<file path="src/rtl/ram_fifo_drain.sv">
// rtl/ram_fifo_drain.sv - read-side drain of a RAM macro in FIFO mode onto a valid/ready stream
// Credits cover in-flight reads plus buffered words so the output buffer can never overflow.
module ram_fifo_drain #(
  parameter int WIDTH      = 32,
  parameter int RD_LATENCY = 1,
  parameter int DEPTH      = RD_LATENCY + 2
) (
  input  logic             clk,
  input  logic             rst,
  input  logic             fifo_empty,
  output logic             fifo_ren,
  input  logic [WIDTH-1:0] fifo_rdata,
  input  logic             flush,
  output logic             m_valid,
  input  logic             m_ready,
  output logic [WIDTH-1:0] m_data,
  output logic [15:0]      rd_count,
  output logic             busy
);
  localparam int CW = $clog2(DEPTH + 1);
  localparam int PW = (DEPTH > 1) ? $clog2(DEPTH) : 1;

  generate
    if (RD_LATENCY != 1 && RD_LATENCY != 2) begin : g_bad_latency
      $error("ram_fifo_drain: RD_LATENCY must be 1 or 2");
    end
  endgenerate

  logic [RD_LATENCY-1:0] dly;
  logic [CW-1:0]         inflight;
  logic [CW-1:0]         occ;
  logic [CW-1:0]         discard;
  logic [PW-1:0]         wr_ptr;
  logic [PW-1:0]         rd_ptr;
  logic [WIDTH-1:0]      mem [DEPTH];
  logic                  pop;
  logic                  ret;
  logic                  drop;
  logic                  push;
  logic [CW:0]           used;

  function automatic logic [PW-1:0] ptr_next(input logic [PW-1:0] p);
    return (p == PW'(DEPTH - 1)) ? '0 : p + 1'b1;
  endfunction

  assign pop      = m_valid && m_ready;
  assign ret      = dly[RD_LATENCY-1];
  // discard always refers to the oldest returns, so it is matched first
  assign drop     = ret && (discard != '0);
  assign push     = ret && !drop && !flush;
  assign used     = {1'b0, inflight} + {1'b0, occ} - {{CW{1'b0}}, pop};
  assign fifo_ren = !rst && !fifo_empty && !flush && (used < (CW+1)'(DEPTH));
  assign m_valid  = (occ != '0);
  assign m_data   = mem[rd_ptr];
  assign busy     = (inflight != '0) || (occ != '0) || (discard != '0);

  always_ff @(posedge clk or posedge rst) begin
    if (rst) begin
      dly      <= '0;
      inflight <= '0;
      occ      <= '0;
      discard  <= '0;
      wr_ptr   <= '0;
      rd_ptr   <= '0;
      rd_count <= '0;
      for (int i = 0; i < DEPTH; i++) mem[i] <= '0;
    end else begin
      dly      <= RD_LATENCY'({dly, fifo_ren});
      inflight <= inflight + CW'(fifo_ren) - CW'(ret);
      if (pop) rd_count <= rd_count + 16'd1;
      if (flush) begin
        // everything still in flight after this edge must be thrown away
        occ     <= '0;
        wr_ptr  <= '0;
        rd_ptr  <= '0;
        discard <= inflight - CW'(ret);
      end else begin
        if (drop) discard <= discard - 1'b1;
        if (push) begin
          mem[wr_ptr] <= fifo_rdata;
          wr_ptr      <= ptr_next(wr_ptr);
        end
        if (pop) rd_ptr <= ptr_next(rd_ptr);
        occ <= occ + CW'(push) - CW'(pop);
      end
    end
  end
endmodule

</file>
<file path="config.mk">
export PLATFORM = sky130hd
export DESIGN_NAME = ram_fifo_drain
export DESIGN_NICKNAME = d
export VERILOG_FILES = /design/src/rtl/ram_fifo_drain.sv
export SDC_FILE = /design/constraint.sdc
export NUM_CORES = 1
export LEC_CHECK = 0
export ABC_AREA = 0
export BUFFER_PORTS_ARGS = -buffer_cell sky130_fd_sc_hd__clkbuf_2
export CAP_MARGIN = 20
export CORE_ASPECT_RATIO = 0.9
export CORE_UTILIZATION = 31
export DETAILED_ROUTE_END_ITERATION = 12
export GPL_TIMING_DRIVEN = 0
export PLACE_DENSITY = 0.46
export SLEW_MARGIN = 20
export SYNTH_ARGS = -nofsm -noshare
export SYNTH_HDL_FRONTEND = slang
export SYNTH_SLANG_ARGS = --single-unit
</file>
<file path="constraint.sdc">
create_clock -name clk -period 5.7 [get_ports clk]
set_input_delay 1.14 -clock clk [delete_from_list [all_inputs] [get_ports clk]]
set_output_delay 1.14 -clock clk [all_outputs]
set_load 0.005 [all_outputs]
</file>
==> results of run 1 <==
## metrics by stage
stage | utilization | power, mW | cell area, sq um | setup WS, ns
after global placement | 0.359 | 1.81 | 6320 | -0.237
after detailed placement | 0.361 | 1.83 | 6350 | 1.24
after CTS | 0.399 | 3.08 | 7020 | 1.23
after global routing | 0.399 | 3.23 | 7020 | 1.08
after floorplan | - | 1.53 | 5580 | 1.29
final | 0.399 | 3.03 | 7020 | 1.24
## layer usage
metal	global-route usage	up-vias
met4	0.0469	0
met5	0	-
met1	0.184	1848
li1	-	1753
met3	0.0551	10
met2	0.244	75
## power by group through the flow
stage	clock (mW)	combinational (mW)	sequential, mW
after floorplan	0	0.420	1.11
after global placement	0	0.685	1.12
after detailed placement	0	0.705	1.13
after CTS	1.26	0.710	1.11
after global routing	1.30	0.790	1.14
final	1.23	0.692	1.11
## registers in the layout, indices dropped and copies added (netlist names)
name	cells
discard	2
dly	1
inflight	2
mem	96
occ	2
rd_count	16
rd_ptr	2
wr_ptr	2
## area by class of cell
type	count	area, sq um	area share
timing repair buffer	88	463	0.0659
clock inverter	12	218	0.0310
multi-input combinational	282	2320	0.330
tap	240	300	0.0428
inverter	15	61.3	0.00873
buffer	22	126	0.0180
sequential	123	3080	0.438
clock buffer	20	457	0.0650
## critical path: stages
cell and delay, ns:
clkbuf_2 0.08, o21ai_1 0.25, inv_1 0.25, ha_1 0.32, inv_1 0.06, ha_1 0.13, inv_1 0.05, fa_1 0.48
o221ai_1 0.11, a21oi_1 0.28, clkbuf_2 0.18
## logic make-up (layout without fill, tap and decap cells)
family                     count (synthesis)  after routing  synth area share
and+or+nand+nor                           82             82            0.0706
xor gates and xnor gates                  20             20            0.0314
AOI/OAI and AO/OA                         42             42            0.0390
DFF                                      123            123             0.551
muxes                                    128            128             0.251
buffers and inverters                     37            157            0.0327
adders and majority gates                 10             10            0.0238
## cell usage in the layout, fill, tap and decap left out, types with 8 or more instances in the layout
cell type,instances
dfrtp_1,123
ha_1,9
clkbuf_1,9
inv_1,14
mux2_2,95
xnor2_1,17
nor2_1,11
nand2_1,43
clkbuf_2,87
clkbuf_16,17
mux2i_1,32
o21ai_0,31
buf_2,8
## worst max path at each step
stage          cells past startpoint    start    endpoint
2_1_floorplan                      1      rst  discard[0]
3_3_place_gp                       2      rst     mem[46]
3_5_place_dp                      11  m_ready    fifo_ren
4_1_cts                           11  m_ready    fifo_ren
5_1_grt                           11  m_ready    fifo_ren
6_report                          11  m_ready    fifo_ren
==> metrics.md, run 1 <==
| Metric | Value |
|---|---|
| Status | complete, no violations |
| Number of library cell types mapped by synthesis | 34 |
| DRT Pass-1 Iters | 5 |
| Global route overflow | 0 |
| Routed vias/inst | ~4.6 |
| Global-route wire length before repair | around 20000 microns |
| Clk pwr share | 0.405 |
| Max_cap viols | 0 |
| Vias in the first global route | approximately 3900 |
| Period utilisation layout | 0.782 |
| DR top layer | met4 |
| Sequential-to-total area share from yosys stat | 0.551 |
| H-tree Lvls | 4 |
| Fin cells | between 800 and 900 |
| Internal power | approximately 2.2 mW |
| ANT nets after route | 0 |
| Largest net degree at the start of global routing | 79 |
| Crit path max fanout | 7 |
| I/O Pins | 88 |
| Clock root cell | clkbuf_16 |
| Post-Syn Nets | just under 500 |
| Switching Share | 0.275 |
| Antenna Cells | 0 |
| Worst R2R Setup Slack | around 2.8 ns |
| Num Clock Sinks | between 100 and 150 |
| Tightest Pin Transition | between 0.6 and 0.7 ns |
| Number of flops mapped to enable cells by yosys | 0 |
| Met3 Routed Length | 673 microns |
| Cell taking the most area after synthesis | dfrtp_1 |
| Hold_ws | about 0.47 ns |
| GPL Wtd Cong | between 0.7 and 0.8 |
| Worst EP required | 4.56 ns |
| Clock Latency Late Sink | about 0.4 ns |
| # port buffers | 87 |
| Starting Density | 0.317 |
| Net count, final | 596 |
| Share of power burned in registers | 0.366 |
| WL met1 | 5800 microns |
| Final min period | approximately 4.5 ns |
| Lkg Pwr | ~3.4 nW |
| Pwr Density | between 400 and 500 nW/um^2 |
| Layout fillers | 1739 |
| Top post-synthesis cells by area | dfrtp_1, mux2_2, mux2i_1, nand2_1, o21ai_0 |
| Crit Path Class | in -> out |
| Post-Syn Area | ~5600 sq um |
| RSZ-0062 raised after global routing | no |
| Initial antenna violation count | 0 |
| Clk buf depth | 2 |
| Peak supply drop | between 200 and 300 uV |
| Clock Skew | 0.00924 ns |
| Max Freq | about 0.22 GHz |
| Area Overhead vs Synth | 25.8% |
| Die area | 18500 sq um |
| Hold path cells | 1 |
| Chip width | approximately 140 microns |
| FFs w/ async S/R, synth | 1.00 |
| Cells on worst reg2reg path | 11 |
| #FFs+latches synth | approximately 120 |
| Gate power share | 0.228 |
| Routed wire length | around 13000 microns |
| 1st-iter DRT viols | 110 |
| Critical Path AT | 3.32 ns |
| Post-synthesis average cell area | about 13 sq um |
| FF-to-FF End | inflight[1] |
| Count leader, synth | dfrtp_1 |
| Post-CTS Hold Fix Bufs | 0 |
| Net Sw Power | ~0.83 mW |
| Startpoint Class | primary input |
| Slew headroom | 0.585 |
| TNS Setup | 0 ns |
| Die height | 129 microns |
| Post-CTS sizing | 0 |
| Placed cells | 770 |
| Post-Synthesis Cells | roughly 440 |
| Worst R2R Start | occ[0] |
| Final Hold Viols | 0 |
| Global Route Usage Sum | 0.149 |
| Yosys synthesis warning count | 0 |
| Hold Path Sink | rd_count[15] |
| Worst setup EP type | output port |
| Final HPWL DP | about 8500 microns |
| Wire length per cell | around 16 microns |
| Max Transition Viols Final | 0 |
| Hold Crit Class | reg -> reg |
| TritonCTS clock tree | built |
| Commonest cells post-synth | dfrtp_1, mux2_2, nand2_1 |
| Post-CTS Setup Bufs | 0 |
| Met2 wire length | around 6000 microns |
| Remaining DRCs | 0 |
| Share of the synthesized area in the top cell type | 0.551 |
| Reg clk slew, reported paths | about 0.05 ns |
| Post-synth top flop | dfrtp_1 |
| Core Footprint | ~18000 sq um |
| Num CTS Buffers | 17 |
| # setup viols final | 0 |
| Fraction of layout cells with a size suffix above 1 | 0.415 |
| Hold Path Origin | rd_count[15] |
| Row Count | 46 |
| Vias | roughly 3700 |
Power figures use the tool's default switching activity.
==> run 2, diff against run 1 <==
ABC_AREA = 1   (was 0)
clock period = 4.2 ns   (was 5.7 ns; I/O delays follow)
==> run 2 against run 1 <==
Compared with the run above: first-iteration DRC count is 130% higher; synthesized cell count is 52% higher; clock power is 19% higher; global-route usage is 2.1 points higher; cell count is 29% higher; total power is 38% higher; design area is 1.5% higher; die area is 3.4% higher; sequential power is 40% higher; critical path depth stayed put; setup slack worse by 1.1 ns; critical endpoint unchanged; largest cell class unchanged; largest power group is now registers.
==> metrics.md, run 2 <==
| Metric | Value |
|---|---|
| Worst setup EP type | output port |
| FFs w/ async S/R, synth | 1.00 (unchanged) |
| Period utilisation layout | 0.957 |
| Startpoint Class | primary input |
| Peak supply drop | 272 uV (+6.6%) |
| Routed vias/inst | 4.55 (-0.92%) |
| Pwr Total | 4.17 mW (+38%) |
| Area Overhead vs Synth | 23.5% |
| RSZ-0062 raised after global routing | no |
| Final min period | roughly 4 ns |
| Vias in the first global route | 4812 (+25%) |
| Reg clk slew, reported paths | 0.06 ns (about the same) |
| Post-Synthesis Cells | 672 (+52%) |
| Max incr delay on CP | 0.49 ns (about the same) |
| Setup ws final | 0.181 ns (-1.06 ns) |
| # setup viols final | 0 (unchanged) |
| Yosys synthesis warning count | 0 (unchanged) |
| Num CTS Buffers | 17 (unchanged) |
| TritonCTS clock tree | built |
| Core Footprint | 17900 sq um (+1.6%) |
| CP top delay family | adder cells |
| Remaining DRCs | 0 (unchanged) |
| GPL Wtd Cong | 0.814 (+6.7%) |
| Die area | 19200 sq um (+3.4%) |
| Hold Crit Class | in -> async |
| FF-to-FF End | inflight[1] |
| Clock root cell | clkbuf_16 |
| Crit path max fanout | 8 (+1) |
| Fraction of layout cells with a size suffix above 1 | 0.230 (-0.185) |
| Critical Path AT | 3.18 ns (-0.14 ns) |
| Starting Density | 0.323 (+0.00560) |
| Largest net degree at the start of global routing | 92 (+16%) |
| Final Hold Viols | 0 (unchanged) |
| Status | complete, no violations |
| # port buffers | 86 (-1.1%) |
| Antenna Cells | 0 (unchanged) |
| Hold_ws | 0.393 ns (-0.0785 ns) |
| Post-CTS Hold Fix Bufs | 0 (unchanged) |
| I/O Pins | 88 (unchanged) |
| Crit Path Class | in -> out |
| Final design area excluding fillers | 7130 sq um (+1.5%) |
| Die height | 131 microns (+1.7%) |
| Share of the synthesized area in the top cell type | 0.533 (-0.0183) |
| Global route overflow | 0 (unchanged) |
| Worst R2R Start | occ[1] |
| Tightest Pin Transition | 0.647 ns (+0.0251 ns) |
| 1st-iter DRT viols | 257 (+130%) |
| Max_cap viols | 0 (unchanged) |
| Number of library cell types mapped by synthesis | 27 (-21%) |
| Sequential-to-total area share from yosys stat | 0.533 (-0.0183) |
| H-tree Lvls | 4 (unchanged) |
| Commonest non-fill, non-tap cell in the layout | nand2_1 |
| Net count, final | 825 (+38%) |
| Post-Syn Nets | 719 (+47%) |
| Commonest cells after routing, fill and taps aside | nand2_1, dfrtp_1, clkbuf_2 |
| Worst path buffer plus inverter count | 5 (unchanged) |
| Largest regs | mem (96), rd_count (16) |
| Placed cells | 999 (+30%) |
| Post-synthesis average cell area | 8.59 sq um (-32%) |
| Post-synth top flop | dfrtp_1 |
| Clock Skew | 0.00681 ns (-0.00243 ns) |
| #FFs+latches synth | 123 (unchanged) |
| Global Route Usage Sum | 0.170 (+0.0209) |
| Post-DP Area | 6540 sq um (+3.0%) |
| Most used cell, CP | inv_1 |
| Cell taking the most area after synthesis | dfrtp_1 |
| Max reg flops | 96 (unchanged) |
| Num Clock Sinks | 123 (unchanged) |
| Initial antenna violation count | 0 (unchanged) |
| Max Transition Viols Final | 0 (unchanged) |
| Top post-synthesis cells by area | dfrtp_1, nand2_1, o21ai_2, o21ai_1, inv_1 |
| Clk buf depth | 2 (unchanged) |
| Final Util | 0.398 (-0.000610) |
| Vias | 4695 (+27%) |
| Clock Latency Late Sink | 0.42 ns (about the same) |
| Post-CTS sizing | 0 (unchanged) |
| Commonest cells post-synth | nand2_1, dfrtp_1, inv_1 |
| Routed wire length | 15200 microns (+21%) |
| DRT Pass-1 Iters | 5 (unchanged) |
| Count leader, synth | nand2_1 |
| Global-route wire length before repair | 25300 microns (+24%) |
| Worst R2R Setup Slack | 1.29 ns (-1.53 ns) |
| Post-place setup slack | 0.185 ns (-1.05 ns) |
| Lkg Pwr | 3.63 nW (+7.3%) |
| Row Count | 46 (unchanged) |
| Slowest-stage cell, CP | nor2_1 |
| Post-CTS Setup Bufs | 0 (unchanged) |
| Final HPWL DP | 10400 microns (+23%) |
| Fin cells | 1031 (+29%) |
| TNS Setup | 0 ns (unchanged) |
| Cells on worst reg2reg path | 11 (unchanged) |
| Largest reg by FF count | mem |
| Pwr Density | 586 nW/um^2 (+36%) |
| Wire length per cell | 14.8 microns (-6.1%) |
| Critical path cell sequence | clkbuf_2 > inv_1 > nor2_1 > ha_1 > inv_1 > ha_1 > inv_1 > fa_1 > o22ai_1 > a211oi_1 > clkbuf_2 |
| Worst EP required | 3.36 ns (-1.20 ns) |
| Slew headroom | 0.569 (-0.0167) |
| Max Freq | between 0.2 and 0.25 GHz |
| Chip width | 146 microns (+1.7%) |
| Number of flops mapped to enable cells by yosys | 0 (unchanged) |
| Post-Syn Area | 5770 sq um (+3.4%) |
| ANT nets after route | 0 (unchanged) |
-- run 2: cell count changes after synthesis, moves of 19 or more --
cell,before,now
mux2i_1,32,0
mux2_2,95,0
o21ai_0,31,12
nand3_1,3,48
inv_1,15,68
o21ai_1,1,51
o21ai_2,0,40
nand2_1,43,241
-- run 2: worst max path at each step --
stage / endpoint / start / depth (start not counted)
floorplan: discard[0] / rst / 1
global placement: mem[21] / rst / 2
detailed placement: fifo_ren / m_ready / 11
CTS: fifo_ren / m_ready / 11
global route: fifo_ren / m_ready / 11
finish: fifo_ren / m_ready / 11
-- run 2: cells by family after synthesis --
| logic type | Yosys count | synth area share |
|---|---|---|
| buffers and inverters | 98 | 0.0800 |
| adders and majority gates | 10 | 0.0230 |
| AOI/OAI and AO/OA | 108 | 0.121 |
| xor gates and xnor gates | 10 | 0.0152 |
| DFF | 123 | 0.533 |
| and+or+nand+nor | 323 | 0.228 |
-- run 2: power breakdown --
part	switching [mW]	internal [mW]
registers	0.137	1.41
logic	0.680	0.488
clock network	0.542	0.916
total	1.36	2.81
-- run 2: worst reg2reg max path: cells and delay by family, from the launching register on --
| kind | cells | cell delay [ns] |
|---|---|---|
| AND/OR/NAND/NOR | 2 | 0.57 |
| adder cells (fa/ha/maj) | 4 | 1.19 |
| AO/OA/AOI/OAI | 2 | 0.47 |
| buffers and inverters | 2 | 0.11 |
| XOR/XNOR | 1 | 0.13 |
| flip-flops | 1 | 0.38 |
-- run 2: layout make-up --
class	count	area, sq um
clock inverters	11	119
inverters	68	263
plain buffers	30	206
clock buffers	21	470
well taps	240	300
flip-flops and latches	123	3080
repair buffers	87	458
fillers	1812	10800
multi-input cells	451	2230
-- run 2: metal layers --
metal,vias up,global-route usage,routed length (microns)
met3,10,0.0372,632
met4,0,0.0526,166
met2,92,0.269,7000
met1,2245,0.232,7430
met5,-,0,0
li1,2348,-,-
==> run 3, diff against run 2 <==
PLACE_DENSITY = 0.47   (was 0.46)
clock period = 3.3 ns   (was 4.2 ns; I/O delays follow)
==> run 3 against run 2 <==
Compared with the run above: clock skew grew 0.0017 ns; cell count rose by 0.58%; via count increased by 0.21%; critical path depth down 1; die area stayed put; sequential power rose by 27%; total power grew 33%; non-clock buffer count grew 6; routed wire length increased by 1.3%; clock-buffer cell count decreased by 1; sequential share of layout area decreased by 0.74 points.
==> metrics.md, run 3 (synthesized netlist as in run 2, its figures left out) <==
| Metric | Value |
|---|---|
| Die area | 19200 sq um (unchanged) |
| Commonest non-fill, non-tap cell in the layout | nand2_1 |
| Worst setup EP type | output port |
| TritonCTS clock tree | built |
| Chip width | 146 microns (unchanged) |
| Largest reg by FF count | mem |
| Status | complete, no violations |
| Vias | 4705 (+0.21%) |
| Slew headroom | 0.544 (-0.0242) |
| TNS Setup | 0 ns (unchanged) |
| Post-DP Area | 6570 sq um (+0.44%) |
| Pwr Density | 765 nW/um^2 (+31%) |
| Hold_ws | 0.350 ns (-0.0428 ns) |
| Core Footprint | 17900 sq um (unchanged) |
| # setup viols final | 0 (unchanged) |
| Final Util | 0.405 (+0.00699) |
| Max reg flops | 96 (unchanged) |
| Crit Path Class | reg -> out |
| Tightest Pin Transition | 0.682 ns (+0.0348 ns) |
| Worst Setup SP | occ[0] |
| Worst R2R Setup Slack | 0.81 ns (-0.48 ns) |
| Net count, final | 831 (+0.73%) |
| Final design area excluding fillers | 7250 sq um (+1.8%) |
| Fin cells | 1037 (+0.58%) |
| Final HPWL DP | 10600 microns (+2.2%) |
| Die height | 131 microns (unchanged) |
| Num CTS Buffers | 17 (unchanged) |
| Routed wire length | 15400 microns (+1.3%) |
| Routed vias/inst | 4.54 (-0.37%) |
| # port buffers | 86 (unchanged) |
| Hold Crit Class | in -> async |
| Placed cells | 1001 (+0.20%) |
| Num Clock Sinks | 123 (unchanged) |
| Startpoint Class | flip-flop |
| Global-route wire length before repair | 25500 microns (+1.1%) |
| ANT nets after route | 0 (unchanged) |
| Lkg Pwr | 3.69 nW (+1.8%) |
| Clock root cell | clkbuf_16 |
| 1st-iter DRT viols | 289 (+12%) |
| I/O Pins | 88 (unchanged) |
| H-tree Lvls | 4 (unchanged) |
| Initial antenna violation count | 0 (unchanged) |
| GPL Wtd Cong | 0.776 (-4.7%) |
| Global Route Usage Sum | 0.172 (+0.00183) |
| Worst Setup EP | fifo_ren |
| Fraction of layout cells with a size suffix above 1 | 0.241 (+0.0108) |
| Clock Latency Late Sink | 0.42 ns (about the same) |
| Reg clk slew, reported paths | 0.05 ns (about the same) |
| Max Freq | around 0.31 GHz |
| Post-CTS Hold Fix Bufs | 0 (unchanged) |
| Commonest cells after routing, fill and taps aside | nand2_1, dfrtp_1, clkbuf_2 |
| Vias in the first global route | 4762 (-1.0%) |
| Antenna Cells | 0 (unchanged) |
| Largest regs | mem (96), rd_count (16) |
| Critical Path AT | 2.52 ns (-0.66 ns) |
| RSZ-0062 raised after global routing | no |
| Starting Density | 0.323 (unchanged) |
| Cells on worst reg2reg path | 12 (+1) |
| Clock Skew | 0.00847 ns (+0.00166 ns) |
| Max_cap viols | 0 (unchanged) |
| Worst EP required | 2.64 ns (-0.72 ns) |
| DRT Pass-1 Iters | 4 (-1) |
| Crit path max fanout | 3 (-5) |
| Period utilisation layout | 0.964 |
| Area Overhead vs Synth | 25.6% |
| Final Hold Viols | 0 (unchanged) |
| Largest net degree at the start of global routing | 34 (-63%) |
| Worst R2R Start | occ[0] |
| Wire length per cell | 14.9 microns (+0.70%) |
| FF-to-FF End | inflight[1] |
| Row Count | 46 (unchanged) |
| Global route overflow | 0 (unchanged) |
| Final min period | around 3.2 ns |
| Clk buf depth | 2 (unchanged) |
| Peak supply drop | 354 uV (+30%) |
| Max Transition Viols Final | 0 (unchanged) |
| Remaining DRCs | 0 (unchanged) |
[run 3: cell type report]
type / count / area, sq um
fillers: 1845 / 10600
flip-flops and latches: 123 / 3080
multi-input cells: 451 / 2250
repair buffers: 93 / 520
clock buffers: 20 / 467
well taps: 240 / 300
inverters: 68 / 259
plain buffers: 30 / 206
clock inverters: 12 / 169
[run 3: report_power, final]
group | switching [mW] | leakage (nW) | internal [mW]
Combinational | 0.909 | 1.70 | 0.673
Sequential | 0.176 | 1.68 | 1.79
Clock | 0.680 | 0.312 | 1.32
[run 3: timing repair]
action	CTS	global route
gates resized for setup	4	1
setup buffers	1	3
pin swaps	1	3
setup endpoints to repair	1	1
[run 3: worst min-delay path by stage]
stage / end / slack [ns] / depth (start not counted)
after global placement: mem[88] / 0.46 / 2
after global routing: inflight[1] / 0.38 / 2
after detailed placement: mem[88] / 0.47 / 2
final: inflight[1] / 0.35 / 2
after CTS: inflight[0] / 0.35 / 2
after floorplan: mem[57] / 0.45 / 2
[run 3: per-layer routing]
metal	vias to the layer above	share of wire	GRT usage
met5	-	0	0
li1	2362	-	-
met2	79	0.47	0.269
met3	7	0.036	0.0438
met1	2257	0.49	0.235
met4	0	0.0078	0.0474
[run 3: critical path: stages (launching register included)]
cell	delay [ns]
dfrtp_1	0.42
nor2_4	0.16
nor2_4	0.06
ha_1	0.27
inv_1	0.06
ha_1	0.14
inv_1	0.05
fa_1	0.48
o22ai_1	0.08
a211oi_2	0.23
clkbuf_2	0.16
[run 3: metrics by stage]
stage | total power [mW] | worst slack, ns
floorplan | 2.91 | 0.305
global placement | 3.46 | -0.290
detailed placement | 3.52 | -0.370
CTS | 5.57 | 0.0229
global route | 5.92 | 0.00511
finish | 5.55 | 0.119
